**src/rtl/pc_sequencer.sv**
```systemverilog
// Next-PC controller for the 5-stage pipeline: redirect arbitration,
// EPC capture, IF/ID and ID/EX stall/flush, and deferred interrupt entry.
module pc_sequencer #(
  parameter logic [31:0] RESET_VEC = 32'h8000_0000,
  parameter logic [31:0] IRQ_VEC   = 32'h8000_0004,
  parameter logic [31:0] EXC_VEC   = 32'h8000_0008
) (
  input  logic        clk,
  input  logic        reset,
  input  logic [31:0] pc_cur,
  input  logic [31:0] pc_id,
  input  logic        stall_req,
  input  logic        branch_id,
  input  logic        branch_taken_ex,
  input  logic [31:0] branch_target_ex,
  input  logic        jump_id,
  input  logic [31:0] jump_target_id,
  input  logic        jr_id,
  input  logic [31:0] jr_target_id,
  input  logic        exc_undef_id,
  input  logic        irq,
  output logic [31:0] next_pc,
  output logic        stall_if_id,
  output logic        flush_if_id,
  output logic        flush_id_ex,
  output logic [31:0] epc,
  output logic        kernel
);

  typedef enum logic [1:0] {
    RUN,
    IRQ_WAIT,
    VECTOR
  } state_t;

  state_t      state;
  state_t      state_nxt;
  logic [31:0] epc_nxt;

  logic blocked;
  logic eligible;
  logic lower;
  logic take_bt;
  logic take_exc;
  logic take_irq;
  logic take_jr;
  logic take_j;
  logic take_st;

  assign kernel = pc_cur[31];

  assign blocked = branch_taken_ex | branch_id | jump_id
                 | jr_id | stall_req;

  // irq is ignored for the single cycle spent in VECTOR
  assign eligible = irq & ~kernel & ~exc_undef_id
                  & (state != VECTOR);

  // one-hot selects, already priority-resolved
  assign lower    = ~reset & ~branch_taken_ex & ~exc_undef_id;
  assign take_bt  = ~reset & branch_taken_ex;
  assign take_exc = ~reset & ~branch_taken_ex & exc_undef_id;
  assign take_irq = ~reset & eligible & ~blocked;
  assign take_jr  = lower & jr_id;
  assign take_j   = lower & ~jr_id & jump_id;
  assign take_st  = lower & ~jr_id & ~jump_id & stall_req;

  always_comb begin
    next_pc     = pc_cur + 32'd4;
    stall_if_id = 1'b0;
    flush_if_id = 1'b0;
    flush_id_ex = 1'b0;
    epc_nxt     = epc;
    state_nxt   = RUN;
    unique case (1'b1)
      reset: begin
        next_pc     = RESET_VEC;
        flush_if_id = 1'b1;
        flush_id_ex = 1'b1;
      end
      take_bt: begin
        next_pc     = branch_target_ex;
        flush_if_id = 1'b1;
        flush_id_ex = 1'b1;
      end
      take_exc: begin
        next_pc     = EXC_VEC;
        flush_if_id = 1'b1;
        flush_id_ex = 1'b1;
        epc_nxt     = pc_id;
        state_nxt   = VECTOR;
      end
      take_irq: begin
        next_pc     = IRQ_VEC;
        flush_if_id = 1'b1;
        epc_nxt     = pc_cur;
        state_nxt   = VECTOR;
      end
      take_jr: begin
        next_pc     = jr_target_id;
        flush_if_id = 1'b1;
      end
      take_j: begin
        next_pc     = jump_target_id;
        flush_if_id = 1'b1;
      end
      take_st: begin
        next_pc     = pc_cur;
        stall_if_id = 1'b1;
        flush_id_ex = 1'b1;
      end
      default: ;
    endcase
    // pending interrupt waits for the control transfer to drain
    if (!reset && eligible && blocked)
      state_nxt = IRQ_WAIT;
  end

  always_ff @(posedge clk) begin
    if (reset) begin
      state <= RUN;
      epc   <= 32'h0;
    end else begin
      state <= state_nxt;
      epc   <= epc_nxt;
    end
  end

endmodule
```
**config.mk**
```make
export PLATFORM = sky130hd
export DESIGN_NAME = pc_sequencer
export DESIGN_NICKNAME = d
export VERILOG_FILES = /design/src/rtl/pc_sequencer.sv
export SDC_FILE = /design/constraint.sdc
export NUM_CORES = 1
export LEC_CHECK = 0
export CORE_MARGIN = 4
export CORE_UTILIZATION = 35
export CTS_CLUSTER_DIAMETER = 150
export CTS_CLUSTER_SIZE = 24
export DETAILED_ROUTE_END_ITERATION = 8
export PLACE_DENSITY = 0.92
export SLEW_MARGIN = 10
export SYNTH_ARGS = -nofsm -noshare
export SYNTH_HDL_FRONTEND = slang
export SYNTH_SLANG_ARGS = --single-unit
```
**constraint.sdc**
```tcl
create_clock -name clk -period 3.9 [get_ports clk]
set_input_delay 1.17 -clock clk [delete_from_list [all_inputs] [get_ports clk]]
set_output_delay 1.17 -clock clk [all_outputs]
set_load 0.01 [all_outputs]
```
==> results of run 1 <==
state kept, by name, indices dropped and copies added, names as in the netlist:
register and count:
state 2, epc 32
cell type report:
cell class	instances	area, um^2	area share [%]
clock buffers	7	86.3	1.24
repair buffers	381	3320	47.5
diodes	1	2.50	0.0358
multi-input cells	317	2730	39.1
clock inverters	1	5.00	0.0716
flip-flops and latches	34	681	9.74
inverters	6	22.5	0.322
well taps	108	135	1.93
kinds of logic after synthesis:
group                      count (synthesis)  share of synthesized area (%)
AOI/OAI and AO/OA                        123                           34.1
xor gates and xnor gates                   1                          0.269
adders and majority gates                  1                          0.384
buffers and inverters                     44                           7.72
DFF                                       34                           20.9
muxes                                     38                           11.7
and+or+nand+nor                          153                           24.9
synthesized netlist by cell type (3+ instances only):
library cell,n,area (um^2)
nand4_1,10,62.6
a221oi_1,4,35.0
nand3_1,25,125
o311ai_1,5,43.8
and3_1,3,18.8
a222oi_1,26,260
a22oi_1,5,37.5
o211ai_1,10,75.1
a21oi_1,10,50.1
buf_2,18,90.1
buf_4,3,22.5
nor2_1,47,176
a31oi_1,5,31.3
clkbuf_1,10,37.5
mux2i_1,37,370
or3_1,3,18.8
buf_6,7,78.8
dfxtp_1,34,681
inv_1,6,22.5
o211a_1,3,30.0
nand2_1,31,116
o21ai_0,14,70.1
a211oi_2,31,388
and2_1,6,37.5
nor3_1,4,20.0
layout by cell type (no fill, tap or decap), types with 3 or more instances in the layout:
master	instances
buf_4	120
o311ai_1	3
nand2_2	7
a22oi_1	5
inv_1	5
o311ai_2	3
o21ai_2	3
nor2_2	3
a31oi_4	3
nor2_1	43
nand3_1	17
clkbuf_8	6
nor3_4	3
or4_4	4
and2_1	5
a222oi_1	26
clkdlybuf4s50_1	166
nand4_1	10
buf_2	33
o21ai_1	11
dfxtp_1	34
o211a_1	3
nor4_4	4
nand3_2	6
a211oi_2	31
mux2i_1	36
clkbuf_2	20
buf_12	3
buf_6	27
nand2_1	23
o211ai_1	10
a21oi_1	7
per-stage QoR:
stage / area, um^2 / utilization [%] / power, W
floorplan: 3260 / - / 0.000505
global placement: 6380 / 71.8 / 0.000842
detailed placement: 6380 / 71.8 / 0.000855
CTS: 6760 / 76.0 / 0.00114
global route: 6990 / 78.6 / 0.00120
finish: 6990 / 78.6 / 0.00116
worst min-delay path, stage by stage (launching register included):
cell and delay, ps:
dfxtp_1 310, mux2i_1 140, nor3_1 60
power by group:
group / switching (W) / total [W] / internal (W)
Sequential: 0.00000636 / 0.000366 / 0.000359
Combinational: 0.000214 / 0.000506 / 0.000292
Clock: 0.000150 / 0.000293 / 0.000143
Total: 0.000370 / 0.00116 / 0.000794
layer usage:
| metal | track usage [%] | vias to the layer above | share of wire (%) |
|---|---|---|---|
| li1 | - | 2266 | - |
| met4 | 11.4 | 0 | 3.7 |
| met1 | 36.1 | 2509 | 37 |
| met3 | 6.89 | 71 | 8.3 |
| met2 | 58.3 | 354 | 51 |
| met5 | 0 | - | 0 |
timing repair:
item | CTS | global route
setup buffers | 25 | 12
cloned | 2 | 1
endpoints found under the setup margin | 34 | 33
hold buffers | 0 | 0
gates resized for setup | 269 | 99
pin swaps | 35 | 49
hold endpoints to repair | 0 | 0
worst max path at each step:
stage | startpoint | to | slack, ps
global placement | pc_cur[2] | next_pc[22] | -860
finish | branch_taken_ex | next_pc[22] | -120
global route | branch_taken_ex | next_pc[19] | -140
floorplan | pc_cur[2] | next_pc[26] | 310
detailed placement | pc_cur[2] | next_pc[22] | -900
CTS | jump_id | next_pc[19] | -60
==> flow_summary.json, run 1 <==
{
  "status": "complete, but fails checks",
  "crit_top_cell": "buf_6",
  "cp.required_ps": 2730,
  "cts_inserted_buffers": 5,
  "hpwl_um": 13700,
  "cts_max_level": 2,
  "maxCapViolations": 0,
  "holdPathStages": 2,
  "grt_pass1_vias": 5363,
  "dpl.cell_count": 807,
  "hold_end": "epc[31]$_SDFFE_PP0P_",
  "syn_inst": 394,
  "cts-root-buf": "clkbuf_8",
  "hold_path.startpoint": "epc[31]$_SDFFE_PP0P_",
  "dieArea_um2": 10900,
  "critPathMaxStageDelay_ps": 550,
  "failed_checks": "negative setup slack",
  "nFillCells": 601,
  "detail-route-antenna-nets": 0,
  "reg2regPathDepth": 7,
  "vias_per_cell": 6.08,
  "path_cells": "buf_8 > buf_6 > buf_4 > nor2b_2 > buf_6 > a222oi_1 > o2111ai_4 > buf_6",
  "final-instance-count-excl-fill": 855,
  "synth_ff_type": "dfxtp_1",
  "ys_seq_elements": 34,
  "hp-class": "reg -> reg",
  "seq_area_frac_synth_pct": 20.9,
  "cp_slowest_cell": "a222oi_1",
  "finalNetCount": 915,
  "grt_setup_unrepaired": "true",
  "whs_ps": 541,
  "synth_edf_count": 0,
  "vias": 5200,
  "layout-drive-gt1-share_pct": 42.6,
  "crit-reg2reg-launch": "state[1]$_SDFF_PP0_",
  "portBuffers": 236,
  "antenna_found_initial": 1,
  "postSynthAreaPerCell_um2": 8.27,
  "finalCritPeriodShare_pct": 103,
  "worstSetupPathType": "in -> out",
  "grt_overflow": 0,
  "crit_arrival_ps": 2850,
  "grt_pass1_wl_um": 28100,
  "remaining_drc_errors": 0,
  "dp_slack_ps": -902,
  "critPathTopFamily": "compound AO/OA/AOI/OAI gates",
  "clock_latency_ps": 290,
  "rows": 34,
  "synthArstFlopShare_pct": 0,
  "ios": 237,
  "r2r_end": "epc[2]$_SDFFE_PP0P_",
  "worstMarginPinSlew_ps": 711,
  "path_clk_slew_ps": 80,
  "worst-path-stages": 8,
  "initial_core_util_pct": 36.6,
  "clkSinkCount": 34,
  "die_y_um": 104,
  "critPathMaxFanout": 6,
  "ys_types": 55,
  "cts_tree": "done",
  "r2r_setup_slack_ps": 1560,
  "grt_max_degree": 37,
  "yosys_warnings": 0,
  "clock_skew_ps": 8.19,
  "maxSlewViolCount": 0,
  "relSlewSlack_pct": 52.5,
  "crit_path_end_kind": "primary output",
  "syn_area_um2": 3260,
  "critPathLaunchType": "primary input",
  "min_period_ps": 4020,
  "area_growth_syn_to_layout_pct": 114,
  "core-area_um2": 8890,
  "setup_ws_ps": -117,
  "drt_iter0_drc": 518,
  "hold_viol": 0,
  "finalSetupTns_ps": -327,
  "gp_congestion": 0.938,
  "ir_drop_v": 0.000120,
  "grt_usage_pct": 31.9,
  "wirelength_um": 19400,
  "worst-path-buf-inv": 5,
  "p_leak_nw": 2.88,
  "drt-pass1-iter-count": 6,
  "fmax_ghz": 0.249,
  "clockBufferDepth": 2,
  "wire_per_inst_um": 22.7,
  "syn_nets": 564,
  "fp.dieW_um": 104,
  "p_per_area_nw_per_um2": 167,
  "setup_viol": 8
}
(Power assumes the default switching activity.)
==> inputs of run 2 (changes only) <==
GPL_ROUTABILITY_DRIVEN = 1   (was default)
==> results of run 2 <==
Final layout, timing and power as in run 1 (identical DEF).
